<file path="src/rtl/data_mem_sram_ctrl.sv">
// Memory-stage data port: runs each 32-bit request as two 16-bit phases on an
// asynchronous SRAM and answers with a one-cycle ack. All outputs are registered.
module data_mem_sram_ctrl #(
  parameter int SRAM_AW     = 18,
  parameter int WAIT_CYCLES = 2
) (
  input  logic               clk,
  input  logic               reset,
  input  logic               req,
  input  logic               wr,
  input  logic [31:0]        addr,
  input  logic [31:0]        wdata,
  input  logic [3:0]         byte_en,
  output logic [31:0]        rdata,
  output logic               ack,
  output logic [SRAM_AW-1:0] sram_addr,
  output logic [15:0]        sram_dq_out,
  input  logic [15:0]        sram_dq_in,
  output logic               sram_dq_oe,
  output logic               sram_ce_n,
  output logic               sram_oe_n,
  output logic               sram_we_n,
  output logic               sram_ub_n,
  output logic               sram_lb_n
);

  typedef enum logic [1:0] {IDLE, LO, HI, ACK} state_t;

  localparam logic [3:0] RELOAD = 4'(WAIT_CYCLES);

  state_t state, state_d;
  logic [3:0] cnt, cnt_d;

  logic              op_wr;
  logic [SRAM_AW-2:0] op_addr;
  logic [31:0]       op_wdata;
  logic [3:0]        op_be;

  logic              cur_wr;
  logic [SRAM_AW-2:0] cur_addr;
  logic [31:0]       cur_wdata;
  logic [3:0]        cur_be;

  logic               ack_d, dq_oe_d, ce_n_d, oe_n_d, we_n_d, ub_n_d, lb_n_d, half_d;
  logic [SRAM_AW-1:0] addr_d;
  logic [15:0]        dq_out_d;

  logic unused_addr_bits;
  assign unused_addr_bits = ^{addr[31:SRAM_AW+1], addr[1:0]};

  // In IDLE the outgoing SRAM controls must already reflect the request being accepted
  assign cur_wr    = (state == IDLE) ? wr               : op_wr;
  assign cur_addr  = (state == IDLE) ? addr[SRAM_AW:2]  : op_addr;
  assign cur_wdata = (state == IDLE) ? wdata            : op_wdata;
  assign cur_be    = (state == IDLE) ? byte_en          : op_be;

  always_comb begin
    state_d = state;
    cnt_d   = cnt;
    case (state)
      IDLE: begin
        cnt_d = RELOAD;
        if (req) begin
          if (!wr || (|byte_en[1:0])) state_d = LO;
          else if (|byte_en[3:2])     state_d = HI;
          else                        state_d = ACK;
        end
      end
      LO: begin
        if (cnt == 4'd0) begin
          cnt_d   = RELOAD;
          state_d = (!op_wr || (|op_be[3:2])) ? HI : ACK;
        end else begin
          cnt_d = cnt - 4'd1;
        end
      end
      HI: begin
        if (cnt == 4'd0) state_d = ACK;
        else             cnt_d   = cnt - 4'd1;
      end
      default: state_d = IDLE;
    endcase
  end

  // Output values for the cycle that follows, derived from the upcoming state and count
  always_comb begin
    ack_d    = (state_d == ACK);
    addr_d   = sram_addr;
    dq_out_d = sram_dq_out;
    dq_oe_d  = 1'b0;
    ce_n_d   = 1'b1;
    oe_n_d   = 1'b1;
    we_n_d   = 1'b1;
    ub_n_d   = 1'b1;
    lb_n_d   = 1'b1;
    half_d   = (state_d == HI);
    if (state_d == LO || state_d == HI) begin
      addr_d = {cur_addr, half_d};
      ce_n_d = 1'b0;
      if (cur_wr) begin
        dq_oe_d  = 1'b1;
        dq_out_d = half_d ? cur_wdata[31:16] : cur_wdata[15:0];
        lb_n_d   = half_d ? ~cur_be[2] : ~cur_be[0];
        ub_n_d   = half_d ? ~cur_be[3] : ~cur_be[1];
        we_n_d   = (cnt_d == 4'd0);
      end else begin
        oe_n_d = 1'b0;
        ub_n_d = 1'b0;
        lb_n_d = 1'b0;
      end
    end
  end

  always_ff @(posedge clk or posedge reset) begin
    if (reset) begin
      state    <= IDLE;
      cnt      <= 4'd0;
      op_wr    <= 1'b0;
      op_addr  <= '0;
      op_wdata <= 32'd0;
      op_be    <= 4'd0;
    end else begin
      state <= state_d;
      cnt   <= cnt_d;
      if (state == IDLE && req) begin
        op_wr    <= wr;
        op_addr  <= addr[SRAM_AW:2];
        op_wdata <= wdata;
        op_be    <= byte_en;
      end
    end
  end

  // Read halves are captured at the end of their phase, while OE has been low a full phase
  always_ff @(posedge clk or posedge reset) begin
    if (reset) begin
      rdata <= 32'd0;
    end else if (!op_wr && cnt == 4'd0) begin
      if (state == LO) rdata[15:0]  <= sram_dq_in;
      if (state == HI) rdata[31:16] <= sram_dq_in;
    end
  end

  always_ff @(posedge clk or posedge reset) begin
    if (reset) begin
      ack         <= 1'b0;
      sram_addr   <= '0;
      sram_dq_out <= 16'd0;
      sram_dq_oe  <= 1'b0;
      sram_ce_n   <= 1'b1;
      sram_oe_n   <= 1'b1;
      sram_we_n   <= 1'b1;
      sram_ub_n   <= 1'b1;
      sram_lb_n   <= 1'b1;
    end else begin
      ack         <= ack_d;
      sram_addr   <= addr_d;
      sram_dq_out <= dq_out_d;
      sram_dq_oe  <= dq_oe_d;
      sram_ce_n   <= ce_n_d;
      sram_oe_n   <= oe_n_d;
      sram_we_n   <= we_n_d;
      sram_ub_n   <= ub_n_d;
      sram_lb_n   <= lb_n_d;
    end
  end

endmodule

</file>
<file path="config.mk">
export PLATFORM = sky130hd
export DESIGN_NAME = data_mem_sram_ctrl
export DESIGN_NICKNAME = d
export VERILOG_FILES = /design/src/rtl/data_mem_sram_ctrl.sv
export SDC_FILE = /design/constraint.sdc
export NUM_CORES = 1
export LEC_CHECK = 0
export CAP_MARGIN = 5
export CORE_AREA = 2 2 107 109
export CTS_BUF_LIST = sky130_fd_sc_hd__clkbuf_8
export DETAILED_ROUTE_END_ITERATION = 8
export DIE_AREA = 0 0 109 111
export PLACE_DENSITY = 0.95
export SETUP_SLACK_MARGIN = 0.02
export SYNTH_ARGS = -nofsm -noshare
export SYNTH_HDL_FRONTEND = slang
export SYNTH_SLANG_ARGS = --single-unit
</file>
<file path="constraint.sdc">
create_clock -name clk -period 13.55 [get_ports clk]
set_input_delay 2.71 -clock clk [delete_from_list [all_inputs] [get_ports clk]]
set_output_delay 2.71 -clock clk [all_outputs]
set_load 0.05 [all_outputs]
</file>
### After elaboration in Yosys (flattened, before gate mapping)

Index checks and enable logic that the tools add are counted.

| operators by class | value |
|---|---|
| eq/ne operators | 5 |
| bitwise gates (word level) | 4 |
| $add $sub $neg | 1 |
| reduce and logical (&&, ||, !) cells | 16 |
| muxes and demuxes | 27 |

Operator list:

| cell | count |
|---|---|
| $mux W32 | 1 |
| $mux W17 | 1 |
| $mux W16 | 1 |
| $mux W1 | 15 |
| $mux W4 | 3 |
| $pmux W4 S3 | 1 |
| $logic_not A4 Y1 | 2 |
| $mux W2 | 4 |
| $eq A2 B2 Y1 const B | 3 |
| $pmux W2 S3 | 1 |
| $reduce_and A2 Y1 | 3 |
| $reduce_or A2 Y1 | 3 |
| $eq A2 B1 Y1 const B | 2 |
| $not A1 Y1 | 4 |
| $sub A4 B1 Y4 const B | 1 |
| $logic_or A1 B1 Y1 | 3 |
| $logic_and A1 B1 Y1 | 2 |
| $logic_not A1 Y1 | 2 |
| $logic_not A2 Y1 | 1 |

| word-level totals | value |
|---|---|
| logic and storage cells | 70 |
| output and inout port bits | 73 |
| input port bits | 88 |
| register bits after elaboration | 133 |

### Longest topological paths before layout

Gate-level depths: netlist (run 1).

| logic depth | value |
|---|---|
| depth in word-level cells | 9 |
| mapped depth | 12 |
| mapped depth without buffers | 10 |

### Worst setup path after synthesis (run 1)

OpenSTA, ideal clock, no wires.

| timing path | value |
|---|---|
| path kind | input-to-reg |
| start point | input req |
| end point | register sram_dq_out[0] |
| required time | 13425 ps |
| data arrival time | 4631 ps |
| stages on the path | 10 |
| setup time | 125 ps |
| slack | 8794 ps |
| path buffers | 4 |
| cells stage by stage | and2_1 > buf_2 > buf_4 > nand2_1 > and3_1 > ha_1 > buf_2 > buf_1 > mux4_2 > mux2_4 |

| on the way | value |
|---|---|
| word-level cells in the longest chain between the ends | 5 |
| elaborated cells between the ends (all ways) | 7 |
| those cells by class | eq/ne (2); mux (3); reduce/logical (2) |

RTL lines:

| element | RTL line | source |
|---|---|---|
| start: declaration | 9 | `input logic req,` |
| $mux W2 (*) | 63 | `if (req) begin` |
| $pmux W2 S3 (*) | 60 | `case (state)` |
| $eq A2 B2 Y1 (*) | 96 | `half_d = (state_d == HI);` |
| via half_d | 44 | `logic ack_d, dq_oe_d, ce_n_d, oe_n_d, we_n_d, ub_n_d, lb_n_d, half_d;` |
| $logic_or A1 B1 Y1 | 97 | `if (state_d == LO \|\| state_d == HI) begin` |
| $reduce_and A2 Y1 (no source line) | - |  |
| end signal: assignment | 158 | `sram_dq_out <= dq_out_d;` |
| end: declaration | 17 | `output logic [15:0] sram_dq_out,` |

Mark *: on every way through the listed nets, which the timed path passes. The rest lies on a longest branch.
A chain may end at the register's enable or synchronous reset.

### Worst setup path after layout (run 1)

| timing path | value |
|---|---|
| start point | input byte_en[0] |
| end point | register sram_dq_out[8] |

| on the way | value |
|---|---|
| word-level cells in the longest chain between the ends | 8 |
| elaborated cells between the ends (all ways) | 10 |
| those cells by class | eq/ne (2); mux (4); reduce/logical (4) |

RTL lines:

| element | RTL line | source |
|---|---|---|
| start: declaration | 13 | `input logic [3:0] byte_en,` |
| $reduce_or A2 Y1 (*) | 64 | `if (!wr \|\| (\|byte_en[1:0])) state_d = LO;` |
| $logic_or A1 B1 Y1 (*) | 64 |  |
| $mux W2 (*) | 64 |  |
| $mux W2 (*) | 63 |  |
| $pmux W2 S3 (*) | 60 |  |
| via state_d[1] | 31 | `state_t state, state_d;` |
| $eq A2 B1 Y1 / $eq A2 B2 Y1 (equally long branches) | 97, 96 |  |
| $logic_or A1 B1 Y1 | 97 |  |
| $reduce_and A2 Y1 (no source line) | - |  |

Marks and branches as above.

==> reports/results.txt, run 1 <==
Outcome: complete, no violations
Cell variety after synth: 39
Clock Tree Buf Depth: 2
Avg Cell Area, Syn: 15.3 um2
DIE WIDTH: 109 um
Area grow syn2layout: 35.4%
Final wirelength: 11.9 mm
Rel. slew slack: 0.248
Core ar.: 0.0111 mm2
Total GRT Usage: 0.217
CP startpoint: byte_en[0]
Worst-Margin Slew: 1.13 ns
Post-synthesis mux area share: 0.315
Worst-Skew Late Latency: 0.43 ns
Synth async-reset ratio: 1.00
Global-route wire length before repair: 20.0 mm
EDFF count, synth: 0
Vias: 3608
Placed cell areas: 0.00725 mm2
Initial antenna violation count: 0
Adder and majority gate portion of the synthesized area: 0.0123
Fin crit share: 0.411
Max Clock Freq: 180 MHz
Final std cell area, no fill: 0.00774 mm2
Origin of the critical flop-to-flop path: state[1]
Nets: 613
Fin. Hold Viols: 0
XOR/XNOR Fraction of Synth Area: 0.00153
Post_cts resized: 0
Hold endpoint: sram_addr[4]
Fin crit period: 5.56 ns
RePlAce Congestion: 0.765
Cells after synthesis: 373
Synth Area in Simple Gates: 0.0300
R2R Setup Slk: 9.57 ns
CP required: 13.86 ns
Drt pass-1 iters: 4
Startpoint types: input port
Total die area: 0.0121 mm2
Initial core utilization: 0.516
Synth top area cells: dfrtp_1, mux2_2, mux4_2, mux2i_1, dfstp_2
Post-synth top area share: 0.560
# clock sinks: 133
Register area share after synthesis: 0.583
Layout cells sized above 1: 0.303
CP Data Arrival Time: 5.87 ns
Synth cell count leaders: dfrtp_1, mux2_2, nand2_1, mux2i_1, o21ai_0
PortBufs: 145
Count of pins over their slew limit: 0
Via density per instance: 5.33
Number of global-route vias before repair: 4043
Row count: 39
Hold depth: 2
Htree depth: 4
RSZ-0062 raised after global routing: false
Root Driver: clkbuf_8
Setup Skew: 0.00978 ns
Cts hold-fix bufs: 0
Antenna cells: 0
Mapped Nets: 465
Setup Total Neg Slack: 0 ns
Wire per inst: 17.6 um
Final setup fails: 0
WS Path Type: in2reg
Worst Reg2Reg Path Length in Cells: 8
Fillers: 787
Largest family of logic cells by synthesized area: multiplexers
Hold Slack: 0.497 ns
Die Y: 111 um
Io pins: 161
Most numerous cell in the Yosys netlist: dfrtp_1
# DRC: 0
Worst Path Max Fanout: 40
Clock transition at path regs: 0.07 ns
Ys Warns: 0
Main synth FF type: dfrtp_1
Register bit total from synthesis: 133
DP Wirelength: 8.20 mm
Routed Antenna Nets: 0
Largest net degree at the start of global routing: 75
Worst setup EP type: register
Compound-gate portion of the synthesized area: 0.0313
Setup bufs post-CTS: 0
TritonCTS clock tree: yes
DRT iter0 DRCs: 116
CTS buffer count: 17
Max Cap Viol: 0
Worst hold path type: reg2reg
Min-delay src: sram_addr[4]
RR Endpoint: sram_dq_out[8]
Gr ovfl total: 0
Cell taking the most area after synthesis: dfrtp_1
Mapped cell area: 0.00572 mm2
[state kept, by name (all words and copies together), names as in the netlist]
signal and flops:
sram_lb_n 1, rdata 32, op_wdata 32, op_addr 17
op_be 4, sram_we_n 1, sram_dq_oe 1, sram_ub_n 1
sram_addr 18, cnt 4, sram_dq_out 16, state 2
ack 1, sram_ce_n 1, sram_oe_n 1, op_wr 1
[per-layer routing]
layer  GRT usage  vias to the layer above  share of wire
met5           0                        -              0
met4      0.0957                        0          0.027
met1       0.252                     1831           0.38
met3      0.0517                       27          0.049
met2       0.378                      110           0.54
li1            -                     1640              -
[critical path, stage by stage]
cell,delay (ns)
clkdlybuf4s50_1,0.44
nor2_1,0.18
nand3_1,0.10
a21oi_1,0.25
ha_1,0.71
nor2_2,1.04
mux2_2,0.43
[stage by stage]
step                      instances   util  setup WS [ns]
after CTS                       677  0.699           7.96
after detailed placement        645  0.655           7.49
after global routing            677  0.699           7.70
after floorplan                 373      -           7.29
final                           677  0.699           7.99
after global placement          645  0.655           7.55
[worst max path at each step]
stage	end	slack [ns]	cells after the start
4_1_cts	sram_dq_out[8]	7.96	7
5_1_grt	sram_dq_out[9]	7.70	7
6_report	sram_dq_out[8]	7.99	7
3_3_place_gp	sram_dq_out[8]	7.55	8
3_5_place_dp	sram_dq_out[11]	7.49	7
2_1_floorplan	ack	7.29	1
[area by class of cell]
cell class	count	area (um2)	share of cell area
inverters	7	28.8	0.00372
multi-input cells	214	2240	0.289
well taps	143	179	0.0231
clock buffers	19	262	0.0338
clock inverters	13	228	0.0294
repair buffers	148	1470	0.190
flip-flops and latches	133	3330	0.431
[cell usage in the layout (no fill, tap or decap), types with 2 or more instances in the layout]
master,instances
maj3_1,2
mux2i_1,19
o21ai_0,18
clkinv_2,3
mux4_1,4
nor2_1,4
clkdlybuf4s50_1,145
o21bai_1,2
nand3_1,2
clkinvlp_4,2
mux2_2,95
clkinv_4,2
nand2_1,21
dfstp_2,5
mux4_2,14
ha_1,4
mux2_4,8
a21oi_1,3
dfrtp_1,128
buf_4,3
inv_1,6
clkbuf_8,19
bufinv_16,6
[kinds of logic after synthesis]
kind of cell	count (synthesis)
compound gates	30
xor+xnor	1
fa+ha+maj	6
buf+inv	26
flops	133
mux	140
simple gates	37
Power of run 1 is left out: the tool's default activity adds up to more than one toggle a clock period on the data nets, which glitch-free logic cannot reach.
==> inputs of run 2 (changes only) <==
--- a/config.mk
+++ b/config.mk
@@ -6,11 +6,11 @@
 export NUM_CORES = 1
 export LEC_CHECK = 0
 export CAP_MARGIN = 5
-export CORE_AREA = 2 2 107 109
+export CORE_AREA = 2 2 110 112
 export CTS_BUF_LIST = sky130_fd_sc_hd__clkbuf_8
 export DETAILED_ROUTE_END_ITERATION = 8
-export DIE_AREA = 0 0 109 111
-export PLACE_DENSITY = 0.95
+export DIE_AREA = 0 0 112 114
+export PLACE_DENSITY = 0.91
 export SETUP_SLACK_MARGIN = 0.02
 export SYNTH_ARGS = -nofsm -noshare
 export SYNTH_HDL_FRONTEND = slang
==> constraint.sdc (replaced) <==
create_clock -name clk -period 5.8 [get_ports clk]
set_input_delay 1.16 -clock clk [delete_from_list [all_inputs] [get_ports clk]]
set_output_delay 1.16 -clock clk [all_outputs]
set_load 0.05 [all_outputs]
==> run 2 against run 1 <==
  * Global-route usage decreased by 1.1 points
  * Non-clock buffer count increased by 1
  * Hold slack worse by 0.015 ns
  * Largest cell class unchanged
==> reports/results.txt, run 2 (synthesis results as in run 1) <==
Most frequent cells in the layout: clkdlybuf4s50_1, dfrtp_1, mux2_2
Critical-path cell list: nor2_4 -> and2_2 -> nand2_1 -> and3_1 -> ha_1 -> nor2_2 -> mux2_2
Largest net degree at the start of global routing: 78
Initial antenna violation count: 0
Global-route wire length before repair: 20.2 mm
Placed cell areas: 0.00726 mm2
Antenna cells: 0
Core ar.: 0.0117 mm2
Max Clock Freq: 292 MHz
Power per cell area: 712 mW/mm2
Gr ovfl total: 0
Rel. slew slack: 0.248
Setup Skew: 0.00691 ns
Met1 Use GR: 0.239
CP required: 6.12 ns
Final std cell area, no fill: 0.00760 mm2
Count of pins over their slew limit: 0
# clock sinks: 133
Non-Filler Instances: 679
Clock transition at path regs: 0.07 ns
CP max stage delay: 0.87 ns
RePlAce Congestion: 0.706
WS Path Type: reg2reg
Placed Cells incl. Taps: 650
Area grow syn2layout: 32.9%
Via density per instance: 5.28
Worst-Margin Slew: 1.13 ns
Final wirelength: 12.3 mm
PortBufs: 145
Layout cells sized above 1: 0.297
CTS buffer count: 17
Worst hold path type: reg2reg
Final setup fails: 0
Root Driver: clkbuf_8
Htree depth: 4
Most common cell after layout, fill and taps aside: clkdlybuf4s50_1
GRT Max-Usage Layer: met2
DIE WIDTH: 112 um
Clock Tree Buf Depth: 2
Fin crit period: 3.42 ns
Cts hold-fix bufs: 0
R2R Setup Slk: 2.38 ns
Util after Layout: 0.649
Total die area: 0.0128 mm2
Met3 global-route usage: 0.0632
Setup Total Neg Slack: 0 ns
DRT iter0 DRCs: 97
Post_cts resized: 0
Startpoint types: register
Io pins: 161
DP Wirelength: 8.48 mm
CP Data Arrival Time: 3.74 ns
Fin. Hold Viols: 0
Regs by FF count: op_wdata (32), rdata (32), sram_addr (18)
# DRC: 0
CP max stage cell: nor2_2
Die Y: 114 um
Routed Antenna Nets: 0
Peak VDD IR: 0.000537 V
Drt pass-1 iters: 4
TritonCTS clock tree: yes
RSZ-0062 raised after global routing: false
Nets: 614
Wire per inst: 18.1 um
Row count: 40
Worst Path Max Fanout: 23
Fin crit share: 0.590
Max Cap Viol: 0
Vias: 3587
Number of global-route vias before repair: 3992
Worst-Skew Late Latency: 0.44 ns
Outcome: complete, no violations
Setup bufs post-CTS: 0
P_leak: 3.19 nW
Grt met2 use: 0.360
Initial core utilization: 0.488
Worst setup EP type: register
Total GRT Usage: 0.207
[run 2: metal layers]
| metal | routed length [um] | up-vias | share of wire |
|---|---|---|---|
| met5 | 0 | - | 0 |
| met1 | 4840 | 1835 | 0.39 |
| met4 | 266 | 0 | 0.022 |
| li1 | - | 1647 | - |
| met3 | 523 | 19 | 0.042 |
| met2 | 6680 | 86 | 0.54 |
[run 2: critical path, delay by kind of cell (launching register included)]
kind,cells,cell delay (ns)
adders and majority gates,1,0.31
and+or+nand+nor,5,2.06
muxes,1,0.43
DFF,1,0.48
[run 2: path summary, 6_finish.rpt]
kind	start	to	depth (start not counted)
max	state[1]	sram_dq_out[9]	7
min	sram_addr[3]	sram_addr[3]	2
max reg2reg	state[1]	sram_dq_out[9]	7
min reg2reg	sram_addr[3]	sram_addr[3]	2
max in group asynchronous	reset	op_wdata[15]	3
min in group asynchronous	reset	rdata[22]	2
[run 2: metrics by stage]
step | setup slack [ns] | power (W) | hold WS, ns
6_report | 2.38 | 0.00541 | 0.482
3_3_place_gp | 1.95 | 0.00466 | 0.470
5_1_grt | 2.15 | 0.00572 | 0.516
3_5_place_dp | 1.90 | 0.00479 | 0.473
4_1_cts | 2.30 | 0.00547 | 0.489
2_1_floorplan | 1.09 | 0.00392 | 0.472
[run 2: report_power, final]
group	switching (W)	total, W	internal [W]
combinational	0.00173	0.00306	0.00133
clock	0.000325	0.000663	0.000338
sequential	0.000259	0.00169	0.00143
total	0.00231	0.00541	0.00310
[run 2: area by class of cell]
cell class,count,area [um2]
Multi-Input combinational cell,214,2240
Sequential cell,133,3330
Inverter,7,28.8
Timing Repair Buffer,149,1480
Clock buffer,22,303
Fill cell,875,4110
Tap cell,147,184
Clock inverter,7,32.5
Power figures use the tool's default switching activity.
